$ cat config.mk
export PLATFORM = sky130hd
export DESIGN_NAME = bus_arbiter_rr
export DESIGN_NICKNAME = d
export VERILOG_FILES = /design/src/rtl/bus_arbiter_rr.sv
export SDC_FILE = /design/constraint.sdc
export NUM_CORES = 1
export LEC_CHECK = 0
export CAP_MARGIN = 5
export CORE_AREA = 2 2 39 41
export CTS_BUF_LIST = sky130_fd_sc_hd__clkbuf_4
export DETAILED_ROUTE_END_ITERATION = 16
export DIE_AREA = 0 0 41 43
export GPL_ROUTABILITY_DRIVEN = 0
export GPL_TIMING_DRIVEN = 0
export HOLD_SLACK_MARGIN = 0.1
export PLACE_DENSITY_LB_ADDON = 0.15
export SLEW_MARGIN = 20
export SYNTH_ARGS = -nofsm -noshare
export SYNTH_HDL_FRONTEND = slang
export SYNTH_SLANG_ARGS = --single-unit
$ cat constraint.sdc
create_clock -name clk -period 2.31 [get_ports clk]
set_input_delay 0.462 -clock clk [delete_from_list [all_inputs] [get_ports clk]]
set_output_delay 0.462 -clock clk [all_outputs]
set_load 0.01 [all_outputs]
$ cat src/rtl/bus_arbiter_rr.sv
`default_nettype none
// +--------------------------------------------------------------------------+
// | bus_arbiter_rr : N-master bus arbiter, fixed-priority or round-robin,    |
// |                  registered grants with optional per-tenure hold limit.  |
// | Revision 1.0                                                             |
// +--------------------------------------------------------------------------+
module bus_arbiter_rr #(
   parameter int  NUM_REQ  = 2,
   parameter int  RR_MODE  = 0,
   parameter int  MAX_HOLD = 0,
   localparam int IDW      = $clog2(NUM_REQ)
) (
   input  logic               clk,
   input  logic               reset,
   input  logic [NUM_REQ-1:0] bus_bid,
   output logic [NUM_REQ-1:0] bus_grant,
   output logic [IDW-1:0]     grant_id,
   output logic               bus_busy,
   output logic               hold_expired
);

   localparam int HCW = (MAX_HOLD > 0) ? $clog2(MAX_HOLD + 1) : 1;

   typedef enum logic [0:0] {
      ST_IDLE  = 1'b0,
      ST_GRANT = 1'b1
   } state_t;

   state_t             state_q, state_d;
   logic [IDW-1:0]     owner_q, owner_d;
   logic [IDW-1:0]     last_q, last_d;
   logic [HCW-1:0]     hold_cnt_q, hold_cnt_d;
   logic               expired_q, expired_d;
   logic               mask_q, mask_d;

   logic [NUM_REQ-1:0] owner_oh;
   logic [NUM_REQ-1:0] other_bid;
   logic [NUM_REQ-1:0] eligible_bid;
   logic               win_found;
   logic [IDW-1:0]     win_idx;

   // k-th candidate in the search order: descending from last-1 (RR) or from the top (fixed)
   function automatic logic [IDW-1:0] search_idx(input logic [IDW-1:0] last, input int k);
      int raw;
      if (RR_MODE != 0) begin
         raw = (int'(last) + 2 * NUM_REQ - 1 - k) % NUM_REQ;
      end else begin
         raw = NUM_REQ - 1 - k;
      end
      return IDW'(raw);
   endfunction

   assign owner_oh  = {{(NUM_REQ-1){1'b0}}, 1'b1} << owner_q;
   assign other_bid = bus_bid & ~owner_oh;

   always_comb begin
      eligible_bid = bus_bid;
      // an owner cut off by the hold limit steps aside once if anyone else is waiting
      if (mask_q && (|other_bid)) begin
         eligible_bid = other_bid;
      end
      win_found = 1'b0;
      win_idx   = '0;
      for (int k = 0; k < NUM_REQ; k++) begin
         if (!win_found && eligible_bid[search_idx(last_q, k)]) begin
            win_found = 1'b1;
            win_idx   = search_idx(last_q, k);
         end
      end
   end

   always_comb begin
      state_d    = state_q;
      owner_d    = owner_q;
      last_d     = last_q;
      hold_cnt_d = hold_cnt_q;
      mask_d     = mask_q;
      expired_d  = 1'b0;
      case (state_q)
         ST_IDLE: begin
            if (win_found) begin
               state_d    = ST_GRANT;
               owner_d    = win_idx;
               last_d     = win_idx;
               hold_cnt_d = '0;
               mask_d     = 1'b0;
            end
         end
         ST_GRANT: begin
            if (!bus_bid[owner_q]) begin
               state_d = ST_IDLE;
            end else if ((MAX_HOLD > 0) && (hold_cnt_q == HCW'(MAX_HOLD - 1))) begin
               state_d   = ST_IDLE;
               expired_d = 1'b1;
               mask_d    = 1'b1;
            end else if (hold_cnt_q != {HCW{1'b1}}) begin
               hold_cnt_d = hold_cnt_q + 1'b1;
            end
         end
         default: begin
            state_d = ST_IDLE;
         end
      endcase
   end

   always_ff @(posedge clk) begin
      if (reset) begin
         state_q    <= ST_IDLE;
         owner_q    <= '0;
         last_q     <= '0;
         hold_cnt_q <= '0;
         expired_q  <= 1'b0;
         mask_q     <= 1'b0;
      end else begin
         state_q    <= state_d;
         owner_q    <= owner_d;
         last_q     <= last_d;
         hold_cnt_q <= hold_cnt_d;
         expired_q  <= expired_d;
         mask_q     <= mask_d;
      end
   end

   assign bus_busy     = (state_q == ST_GRANT);
   assign bus_grant    = bus_busy ? owner_oh : '0;
   assign grant_id     = bus_busy ? owner_q : '0;
   assign hold_expired = expired_q;

endmodule
`default_nettype wire

==> results_dict.tcl <==
set metrics [dict create \
    vias 122 \
    antenna_found_initial 0 \
    die-area_mm2 0.00176 \
    hold_depth 2 \
    worstPathMaxFanout 6 \
    grt_max_degree 7 \
    tns_ns 0 \
    hold_class "flip-flop to flip-flop" \
    critPathKind "flip-flop to output port" \
    post_cts_buffers 0 \
    seq_area_frac_synth_pct 33.7 \
    grt_pass1_vias 102 \
    reg2reg_to "bus_busy" \
    grt_use_met2_pct 3.44 \
    drive_above_1_share_pct 25.0 \
    clockBufferDepth 2 \
    drt_wl_total_um 288 \
    finalCritPeriodShare_pct 81.0 \
    syn_area_um2 119 \
    critPathCaptureType "output port" \
    vdd_ir_drop_max_uv 135 \
    skew_ns 0.000420 \
    outcome "complete, no violations" \
    placed_cells 37 \
    instances_no_fill 40 \
    grt_use_met3_pct 3.14 \
    firstDrtPassIters 2 \
    endpoint "bus_grant[1]" \
    finalHoldViolCount 0 \
    power_density_mw_per_mm2 639 \
    start_kind "flip-flop" \
    htree_levels 1 \
    timing.hold.ws_ns 0.532 \
    cts_tree "yes" \
    setup_viol 0 \
    area_delta_synth_final_pct 94.7 \
    r2r_start "owner_q" \
    place_area_um2 209 \
    critical_path_cell_count 3 \
    clk_latency_ns 0.23 \
    drtIter0Drc 3 \
    final_antenna_net_count 0 \
    grt_first_pass_wirelength_um 351 \
    wl_per_cell_um 7.20 \
    clock.fmax_mhz 534 \
    ff2ff_path_depth 2 \
    yosysUniqueCellTypes 12 \
    ys_ff_latch 2 \
    busiest_layer "met4" \
    die_y_um 43 \
    fin_nets 30 \
    drt-vias-per-instance 3.05 \
    min_period_ns 1.87 \
    ff2ff_setup_slack_ns 1.50 \
    path_delay_family "buffers and inverters" \
    drv_cap 0 \
    path_clk_slew_ns 0.03 \
    netlist_instances 14 \
    met1_usage_pct 3.54 \
    gr-usage-all-layers_pct 4.02 \
    leakagePower_nw 0.0966 \
    avgSynthCellArea_um2 8.49 \
    cts_inserted_buffers 3 \
    drc 0 \
    grt_overflow 0 \
    antenna_cells 0 \
    final_cell_area_um2 231 \
    arrival_ns 1.41 \
    coreArea_mm2 0.00138 \
    row_count 14 \
    cts_resized 0 \
    initial_core_util_pct 8.59 \
    yosys_warnings 0 \
    clock_sinks 2 \
    io_buffers 7 \
    cp_cell_sequence "and2_1, buf_4, clkdlybuf4s50_1" \
    die_x_um 41 \
    rsz0062_at_grt "no" \
    io-pin-count 9 \
    syn_nets 18 \
    cp.buffers_inverters 2 \
    cp.required_ns 1.85 \
    slew_violations 0 \
    cpMaxStageDelayCell "clkdlybuf4s50_1" \
    utilization_pct 16.7 \
    critPathMaxStageDelay_ns 0.52 \
    cts-root-buf "clkbuf_4" \
    cts_hold_buffers 0 \
    crit_start "bus_busy" \
]
## cell type report
| cell class | count | area (um^2) |
|---|---|---|
| buffer | 2 | 15.0 |
| clock buffer | 3 | 22.5 |
| fill | 157 | 1150 |
| inverter | 1 | 3.75 |
| multi-input combinational | 9 | 60.1 |
| sequential | 2 | 40.0 |
| tap | 16 | 20.0 |
| timing repair buffer | 7 | 70.1 |
## through the flow
stage                     setup slack, ns  power (mW)
after floorplan                      1.08      0.0535
after global placement              0.663      0.0701
after global routing                0.367       0.156
after detailed placement            0.668      0.0699
final                               0.439       0.148
after CTS                           0.418       0.153
## power breakdown
part / switching, mW / internal [mW]
registers: 0.00344 / 0.0377
logic: 0.00967 / 0.0184
clock network: 0.0212 / 0.0574
## kinds of logic (layout without fill, tap and decap cells)
| kind of cell | count (synthesis) | after routing | synth area share, % |
|---|---|---|---|
| AO/OA/AOI/OAI | 3 | 3 | 18.9 |
| buffers and inverters | 3 | 13 | 15.8 |
| flip-flops | 2 | 2 | 33.7 |
| multiplexers | 1 | 1 | 8.42 |
| other | 1 | 1 | 3.15 |
| AND/OR/NAND/NOR | 4 | 4 | 20.0 |
## cells in the final DEF, fill, tap and decap left out
| master | count |
|---|---|
| a211oi_2 | 1 |
| a21oi_1 | 1 |
| and2_1 | 1 |
| and2b_1 | 1 |
| buf_4 | 2 |
| clkbuf_4 | 3 |
| clkdlybuf4s50_1 | 7 |
| conb_1 | 1 |
| dfxtp_1 | 2 |
| inv_1 | 1 |
| mux2i_1 | 1 |
| nand2b_1 | 1 |
| nor2_1 | 1 |
| o21ai_0 | 1 |
## metal layers
metal / wire length (um) / vias up
li1: - / 63
met1: 115 / 47
met2: 109 / 10
met3: 50 / 2
met4: 12 / 0
met5: 0 / -
## state kept, by name, indices dropped and copies added, names as in the netlist
| signal | cells |
|---|---|
| bus_busy | 1 |
| owner_q | 1 |
## Yosys cell counts, drive strengths merged
cell	number	area [um^2]
and2b	1	7.51
nor2	1	3.75
mux2i	1	10.0
and2	1	6.26
inv	1	3.75
conb	1	3.75
buf	2	15.0
nand2b	1	6.26
a211oi	1	12.5
dfxtp	2	40.0
a21oi	1	5.00
o21ai	1	5.00
## worst min-delay path: stages (launching register included)
cell and delay, ns:
dfxtp_1 0.33, o21ai_0 0.09, a21oi_1 0.06
## how the worst min path moves through the flow
stage / slack, ns / endpoint / start
finish: 0.53 / owner_q / owner_q
CTS: 0.54 / owner_q / owner_q
floorplan: 0.47 / owner_q / owner_q
global route: 0.56 / bus_busy / bus_busy
detailed placement: 0.54 / bus_busy / bus_busy
global placement: 0.52 / owner_q / owner_q
No activity file was read; power rests on OpenSTA's default activity.
